--- src/rtl/inst_fetch.sv ---
// -----------------------------------------------------------------------------
// inst_fetch - instruction-fetch stage
//
// Generates the PC, fetches instruction words over a req/gnt/rvalid memory
// interface (one outstanding access), and presents {inst_o, pc_o} to the
// decode stage through a valid/ready IF/ID register. A one-entry hold register
// absorbs the response that arrives while decode is stalled. Redirects restart
// fetch at a new target and squash everything on the old path.
//
// Optional feature: define INST_FETCH_STATS_EN to add the fetch_cnt/stall_cnt
// statistics counters (ports and logic are absent otherwise).
//
// Ports
//   clk, rst      clock, synchronous active-high reset
//   imem_req      fetch request (registered)
//   imem_addr     word-aligned fetch address (registered)
//   imem_gnt      request accepted this cycle
//   imem_rvalid   response valid, one per grant
//   imem_rdata    response data
//   redirect      one-cycle pulse: restart fetch at redirect_pc
//   redirect_pc   redirect target, low two bits ignored
//   id_ready      decode accepts inst_o this cycle
//   valid_o       inst_o/pc_o valid
//   inst_o, pc_o  instruction and its PC
//   fetch_cnt     instructions delivered to decode   (stats build only)
//   stall_cnt     cycles with valid_o && !id_ready    (stats build only)
// -----------------------------------------------------------------------------
module inst_fetch #(
    parameter int              ADDR_W   = 32,
    parameter logic [ADDR_W-1:0] RESET_PC = 32'h0000_0000,
    parameter int              INST_W   = 32
`ifdef INST_FETCH_STATS_EN
    ,
    parameter int              CNT_W    = 32
`endif
) (
    input  logic              clk,
    input  logic              rst,
    output logic              imem_req,
    output logic [ADDR_W-1:0] imem_addr,
    input  logic              imem_gnt,
    input  logic              imem_rvalid,
    input  logic [INST_W-1:0] imem_rdata,
    input  logic              redirect,
    input  logic [ADDR_W-1:0] redirect_pc,
    input  logic              id_ready,
    output logic              valid_o,
    output logic [INST_W-1:0] inst_o,
    output logic [ADDR_W-1:0] pc_o
`ifdef INST_FETCH_STATS_EN
    ,
    output logic [CNT_W-1:0]  fetch_cnt,
    output logic [CNT_W-1:0]  stall_cnt
`endif
);

    localparam logic [1:0] ST_REQ  = 2'd0;
    localparam logic [1:0] ST_WAIT = 2'd1;
    localparam logic [1:0] ST_HOLD = 2'd2;

    localparam logic [ADDR_W-1:0] PC_STEP    = ADDR_W'(3'd4);
    localparam logic [ADDR_W-1:0] ALIGN_MASK = {{(ADDR_W-2){1'b1}}, 2'b00};

    logic [1:0]        state_q, state_d;
    logic [ADDR_W-1:0] pc_q, pc_d;
    logic              drop_q, drop_d;
    logic [INST_W-1:0] hold_inst_q, hold_inst_d;
    logic [ADDR_W-1:0] hold_pc_q, hold_pc_d;
    logic              valid_q, valid_d;
    logic [INST_W-1:0] inst_q, inst_d;
    logic [ADDR_W-1:0] pcout_q, pcout_d;
    logic              req_q;
    logic [ADDR_W-1:0] addr_q;

    logic gnt_s;
    logic outstanding_s;

    // A grant only counts while the request is actually being driven; this
    // masks the single REQ cycle right after reset where imem_req is still 0.
    assign gnt_s = req_q & imem_gnt;

    // An access remains in flight past this cycle if we are waiting and the
    // response has not arrived yet, or a new request is granted right now.
    assign outstanding_s = ((state_q == ST_WAIT) && !imem_rvalid) ||
                           ((state_q == ST_REQ) && gnt_s);

    // Next-state logic for the fetch FSM, PC, hold and IF/ID registers.
    always_comb begin
        state_d     = state_q;
        pc_d        = pc_q;
        drop_d      = drop_q;
        hold_inst_d = hold_inst_q;
        hold_pc_d   = hold_pc_q;
        inst_d      = inst_q;
        pcout_d     = pcout_q;
        valid_d     = valid_q;

        if (redirect) begin
            // Squash the old path; an in-flight access must still be drained,
            // so wait for it with drop set instead of issuing a new request.
            pc_d    = redirect_pc & ALIGN_MASK;
            valid_d = 1'b0;
            if (outstanding_s) begin
                state_d = ST_WAIT;
                drop_d  = 1'b1;
            end else begin
                state_d = ST_REQ;
                drop_d  = 1'b0;
            end
        end else begin
            // A consumed IF/ID entry empties unless reloaded below.
            if (valid_q && id_ready) begin
                valid_d = 1'b0;
            end else begin
                valid_d = valid_q;
            end

            case (state_q)
                ST_REQ: begin
                    if (gnt_s) begin
                        state_d = ST_WAIT;
                    end else begin
                        state_d = ST_REQ;
                    end
                end
                ST_WAIT: begin
                    if (imem_rvalid) begin
                        if (drop_q) begin
                            drop_d  = 1'b0;
                            state_d = ST_REQ;
                        end else if (!valid_q || id_ready) begin
                            inst_d  = imem_rdata;
                            pcout_d = pc_q;
                            valid_d = 1'b1;
                            pc_d    = pc_q + PC_STEP;
                            state_d = ST_REQ;
                        end else begin
                            hold_inst_d = imem_rdata;
                            hold_pc_d   = pc_q;
                            pc_d        = pc_q + PC_STEP;
                            state_d     = ST_HOLD;
                        end
                    end else begin
                        state_d = ST_WAIT;
                    end
                end
                ST_HOLD: begin
                    // valid_q is always set here, so id_ready means a transfer.
                    if (id_ready) begin
                        inst_d  = hold_inst_q;
                        pcout_d = hold_pc_q;
                        valid_d = 1'b1;
                        state_d = ST_REQ;
                    end else begin
                        state_d = ST_HOLD;
                    end
                end
                default: begin
                    state_d = ST_REQ;
                    drop_d  = 1'b0;
                end
            endcase
        end
    end

    // State registers; imem_req/imem_addr are registered from next state.
    always_ff @(posedge clk) begin
        if (rst) begin
            state_q     <= ST_REQ;
            pc_q        <= RESET_PC;
            drop_q      <= 1'b0;
            hold_inst_q <= {INST_W{1'b0}};
            hold_pc_q   <= {ADDR_W{1'b0}};
            valid_q     <= 1'b0;
            inst_q      <= {INST_W{1'b0}};
            pcout_q     <= {ADDR_W{1'b0}};
            req_q       <= 1'b0;
            addr_q      <= RESET_PC;
        end else begin
            state_q     <= state_d;
            pc_q        <= pc_d;
            drop_q      <= drop_d;
            hold_inst_q <= hold_inst_d;
            hold_pc_q   <= hold_pc_d;
            valid_q     <= valid_d;
            inst_q      <= inst_d;
            pcout_q     <= pcout_d;
            req_q       <= (state_d == ST_REQ);
            addr_q      <= pc_d;
        end
    end

    assign imem_req  = req_q;
    assign imem_addr = addr_q;
    assign valid_o   = valid_q;
    assign inst_o    = inst_q;
    assign pc_o      = pcout_q;

`ifdef INST_FETCH_STATS_EN
    logic [CNT_W-1:0] fetch_cnt_q;
    logic [CNT_W-1:0] stall_cnt_q;

    // Statistics: a transfer in a redirect cycle is squashed and not counted.
    always_ff @(posedge clk) begin
        if (rst) begin
            fetch_cnt_q <= {CNT_W{1'b0}};
            stall_cnt_q <= {CNT_W{1'b0}};
        end else begin
            if (valid_q && id_ready && !redirect) begin
                fetch_cnt_q <= fetch_cnt_q + CNT_W'(1'b1);
            end else begin
                fetch_cnt_q <= fetch_cnt_q;
            end
            if (valid_q && !id_ready) begin
                stall_cnt_q <= stall_cnt_q + CNT_W'(1'b1);
            end else begin
                stall_cnt_q <= stall_cnt_q;
            end
        end
    end

    assign fetch_cnt = fetch_cnt_q;
    assign stall_cnt = stall_cnt_q;
`endif

endmodule

--- config.mk ---
export PLATFORM = sky130hd
export DESIGN_NAME = inst_fetch
export DESIGN_NICKNAME = d
export VERILOG_FILES = /design/src/rtl/inst_fetch.sv
export SDC_FILE = /design/constraint.sdc
export NUM_CORES = 1
export LEC_CHECK = 0
export ABC_AREA = 0
export BUFFER_PORTS_ARGS = -buffer_cell sky130_fd_sc_hd__buf_4
export CAP_MARGIN = 5
export CORE_ASPECT_RATIO = 1.1
export CORE_MARGIN = 4
export CORE_UTILIZATION = 55
export CTS_CLUSTER_SIZE = 14
export DETAILED_ROUTE_END_ITERATION = 7
export PLACE_DENSITY = 0.9
export SLEW_MARGIN = 20
export SYNTH_ARGS = -nofsm -noshare
export SYNTH_HDL_FRONTEND = slang
export SYNTH_SLANG_ARGS = --single-unit
--- constraint.sdc ---
create_clock -name clk -period 3 [get_ports clk]
set_input_delay 0.15 -clock clk [delete_from_list [all_inputs] [get_ports clk]]
set_output_delay 0.15 -clock clk [all_outputs]
set_load 0.02 [all_outputs]
# Word-level counts from Yosys, hierarchy flattened
# Cells that the tools add are included.
# word_totals
register_bits	165
latchBits	0
mem_bits_rw	0
romBits	0
inputBits	70
out_inout_bits	98
elab_cells	75
memories	0
# op_classes
add_sub_neg	1
mul	0
div_mod_pow	0
n_lt_le_gt_ge	0
n_eq_ne	9
shifts	0
n_mux	32
bitwise_logic	4
n_reduce_logical	19
# op_table
operator	count
$mux 32	12
$pmux 32 s2	2
$add 32x3->32 const B	1
$mux 1	10
$mux 2	5
$ne 2x2->1 const B	4
$pmux 2 s3	1
$reduce_and 3->1	2
$reduce_and 6->1	1
$reduce_bool 2->1	3
$reduce_and 5->1	1
$logic_not 2->1	2
$ne 2x1->1 const B	2
$pmux 1 s2	2
$reduce_or 2->1	2
$logic_and 1x1->1	3
$ne 3x3->1 const B	1
$not 1->1	3
$eq 2x1->1 const B	1
$eq 2x2->1 const B	1
$logic_not 1->1	2
$logic_or 1x1->1	2
$reduce_and 2->1	1
$and 1x1->1	1

# Depth between registers and ports, before layout
# depth
word_depth	8
mapped_depth	10
depth_no_buf	6

# Worst setup path after synthesis
# Ideal clock, no wire load.
# synth_path
path_type	register -> register
startpoint	register state_q[0]
endpoint	register inst_q[10], in the netlist inst_o[10]
setup_ps	142
arrival_ps	1864
required_time_ps	2858
slack_ps	995
stages_incl_launch_ff	9
path_buffers	3
synth_period_minus_slack_ps	2005
cell_sequence	dfxtp_1 > inv_1 > ha_1 > clkbuf_1 > o21ba_2 > o22ai_1 > clkbuf_1 > buf_1 > a311oi_1
# synth_between
elab_chain_len	3
word_cells_on_any_way	9
classes_between	6 x eq/ne; 1 x mux; 2 x reduce/logical
# synth_rtl
element	line_no	rtl
start, declared	64	logic [1:0] state_q, state_d;
start signal, assigned	180	state_q <= state_d;
$eq 2x1->1 / $eq 2x2->1 (equally long branches)	118	case (state_q)
$ne 2x1->1 (no line) (tied with other cells)	--	
$reduce_and 6->1 (no line)	--	
end signal, assigned	175	inst_q <= {INST_W{1'b0}};
end signal, assigned	186	inst_q <= inst_d;
end, declared	70	logic [INST_W-1:0] inst_q, inst_d;
# Several ways; a longest one is shown, not always the timed one.
# A chain may end at the register's enable or synchronous reset.

# Worst setup path after layout
# layout_path
startpoint	register state_q[1]
endpoint	register hold_inst_q[8]
# layout_between
elab_chain_len	2
# layout_rtl
element	line_no	rtl
$eq 2x1->1	118	
$reduce_and 5->1 (no line)	--	
end signal, assigned	172	hold_inst_q <= {INST_W{1'b0}};
end signal, assigned	183	hold_inst_q <= hold_inst_d;
end, declared	67	logic [INST_W-1:0] hold_inst_q, hold_inst_d;
# Every way passes these cells.

==> results_dict.tcl <==
set metrics [dict create \
    status "completed" \
    min_period_ps 2540 \
    cts_buffers 17 \
    track_usage 0.274 \
    clk_pin_slew_worst_paths_ps 60 \
    whs_path_depth 3 \
    setup_viol 0 \
    fmax_mhz 394 \
    switching_share 0.245 \
    clk_latency_ps 420 \
    grt_pass1_vias 6449 \
    cts-resized-gates 0 \
    yosysWarnings 0 \
    die_w_um 117 \
    p_leak_nw 3.27 \
    synth_ff_type "dfxtp_1" \
    r2r_start "state_q[1]" \
    rsz0062_at_grt "false" \
    p_comb_frac 0.103 \
    crit_fanout 44 \
    final_max_slew_viol_count 0 \
    dr.pass1.iters 6 \
    postRouteAntennaNets 0 \
    finalWirelength_mm 20.6 \
    cp_slowest_stage_delay_ps 510 \
    ir_drop_uv 348 \
    io_pins 168 \
    whs_ps 10.6 \
    synth_edf_count 0 \
    port-buffer-count 161 \
    clock_sinks 159 \
    r2r-end "hold_inst_q[8]" \
    crit_slowest_cell "nand3_2" \
    cts_tree "yes" \
    route.vias.total 7053 \
    end_kind "flip-flop" \
    synth_area_leaders "dfxtp_1 (44%), a21oi_1 (9.1%), a311oi_1 (9.0%), mux2i_1 (8.6%), nand2_1 (7.4%)" \
    fin_nets 1055 \
    drt_iter0_markers 706 \
    yosys.area.top_type "dfxtp_1" \
    yosysSeqAreaShare 0.442 \
    instances_no_fill 1149 \
    drive_gt1_frac 0.213 \
    power_mw 4.92 \
    cts-hold-fix-buffers 38 \
    layout_common_cells "buf_4 (168), dfxtp_1 (159), nand2_1 (142)" \
    p_seq_frac 0.455 \
    switchingPower_mw 1.20 \
    worstRegToRegCells 7 \
    htreeDepth 4 \
    die_h_um 128 \
    power.density_mw_per_mm2 526 \
    path_cells "inv_1 -> ha_1 -> and3b_1 -> nand3_2 -> buf_12 -> nand2_1 -> a21oi_1" \
    setup_tns_ps 0 \
    ys_types 51 \
    drv_cap 0 \
    place_congestion 0.845 \
    routedWlPerCell_um 17.9 \
    drcViolationCount 0 \
    syn_to_final_growth_pct 29.9 \
    dp.cells 1080 \
    dieArea_mm2 0.0150 \
    cts-root-buf "clkbuf_16" \
    rrSetupSlack_ps 460 \
    syn_avg_cell_area_um2 8.59 \
    via_per_inst 6.14 \
    synth_top_cell_area_share 0.442 \
    critPathKind "flip-flop to flip-flop" \
    dpl_worst_slack_ps 515 \
    synthArstFlopShare 0 \
    crit_arrival_ps 2800 \
    startpoint_type "flip-flop" \
    hold_violations 0 \
    num_rows 43 \
    tightest_slew_ps 938 \
    syn_inst 839 \
    layout_commonest_cell "buf_4" \
    period_share 0.846 \
    start_util 0.567 \
    hold_path.class "input port to flip-flop" \
    grt_pass1_wl_mm 32.8 \
    clkPwrFrac 0.442 \
    timing.slew.headroom 0.374 \
    grt_antenna_before_repair 0 \
    post_cts_buffers 0 \
    core_mm2 0.0127 \
    synthesis.area_mm2 0.00720 \
    grt_max_degree 91 \
    hold_end "imem_addr[25]" \
    dp_hpwl_mm 12.4 \
    ys_ff_latch 159 \
    antenna_cells 0 \
    power.internal_mw 3.72 \
    grt_overflow 0 \
    setup_slack_ps 461 \
    min_from "redirect_pc[25]" \
    finClkSkew_ps 7.04 \
    cp.required_ps 3260 \
    cts_max_path_buffers 2 \
]
state kept, by name, summed over array words and instances, names as in the netlist:
register and count:
hold_inst_q 32, valid_o 1, pc_o 30, state_q 2, hold_pc_q 30, imem_addr 30
inst_o 32, drop_q 1, imem_req 1
area by class of cell:
class / instances / area (um2)
fillers: 884 / 3340
clock buffers: 21 / 450
well taps: 157 / 196
repair buffers: 209 / 1700
inverters: 13 / 51.3
clock inverters: 10 / 138
flip-flops and latches: 159 / 3180
multi-input cells: 580 / 3640
cell families (layout without fill, tap and decap cells):
family          count (synthesis)  count (layout)  share of synthesized area
flops                         159             159                      0.442
buf+inv                       103             253                     0.0590
other cells                     1               4                   0.000521
mux                            62              62                     0.0861
xor+xnor                       10              10                     0.0122
compound gates                246             246                      0.224
fa+ha+maj                       5               5                    0.00868
simple gates                  253             253                      0.167
critical path: cells and delay by family (launching register included):
kind / cells / cell delay [ps]
flops: 1 / 340
buf+inv: 2 / 470
compound gates: 1 / 70
simple gates: 3 / 1100
fa+ha+maj: 1 / 370
cell usage after synthesis, drive strengths merged (10+ instances only):
cell type  instances
clkbuf            62
nor4              10
nand3             17
nor2              25
inv               13
a211oi            12
nand2            143
buf               28
nand4             12
mux2i             62
a311oi            74
a21oi            131
dfxtp            159
power by group through the flow:
stage	clock network, mW	registers (mW)	logic, mW
4_1_cts	2.18	2.24	0.499
3_3_place_gp	0	2.28	0.448
2_1_floorplan	0	2.31	0.220
3_5_place_dp	0	2.28	0.456
5_1_grt	2.29	2.25	0.545
6_report	2.17	2.24	0.506
how the worst max path moves through the flow:
stage	slack [ps]	to	start
final	460	hold_inst_q[8]	state_q[1]
after global placement	620	hold_inst_q[9]	state_q[1]
after CTS	520	hold_pc_q[7]	state_q[1]
after floorplan	990	inst_o[10]	state_q[0]
after global routing	230	imem_addr[30]	imem_addr[2]
after detailed placement	520	hold_inst_q[4]	state_q[1]
layer usage:
layer	track usage	vias to the layer above	part of all wire
met1	0.360	3333	0.42
met3	0.0548	58	0.069
met4	0.123	0	0.035
met5	0	-	0
li1	-	3352	-
met2	0.433	310	0.48
per-stage QoR:
step	util	cell area (um2)
floorplan	-	7220
global placement	0.661	8390
detailed placement	0.661	8390
CTS	0.737	9360
global route	0.737	9360
finish	0.737	9360
Note: power is estimated with default switching activity, not from simulation.
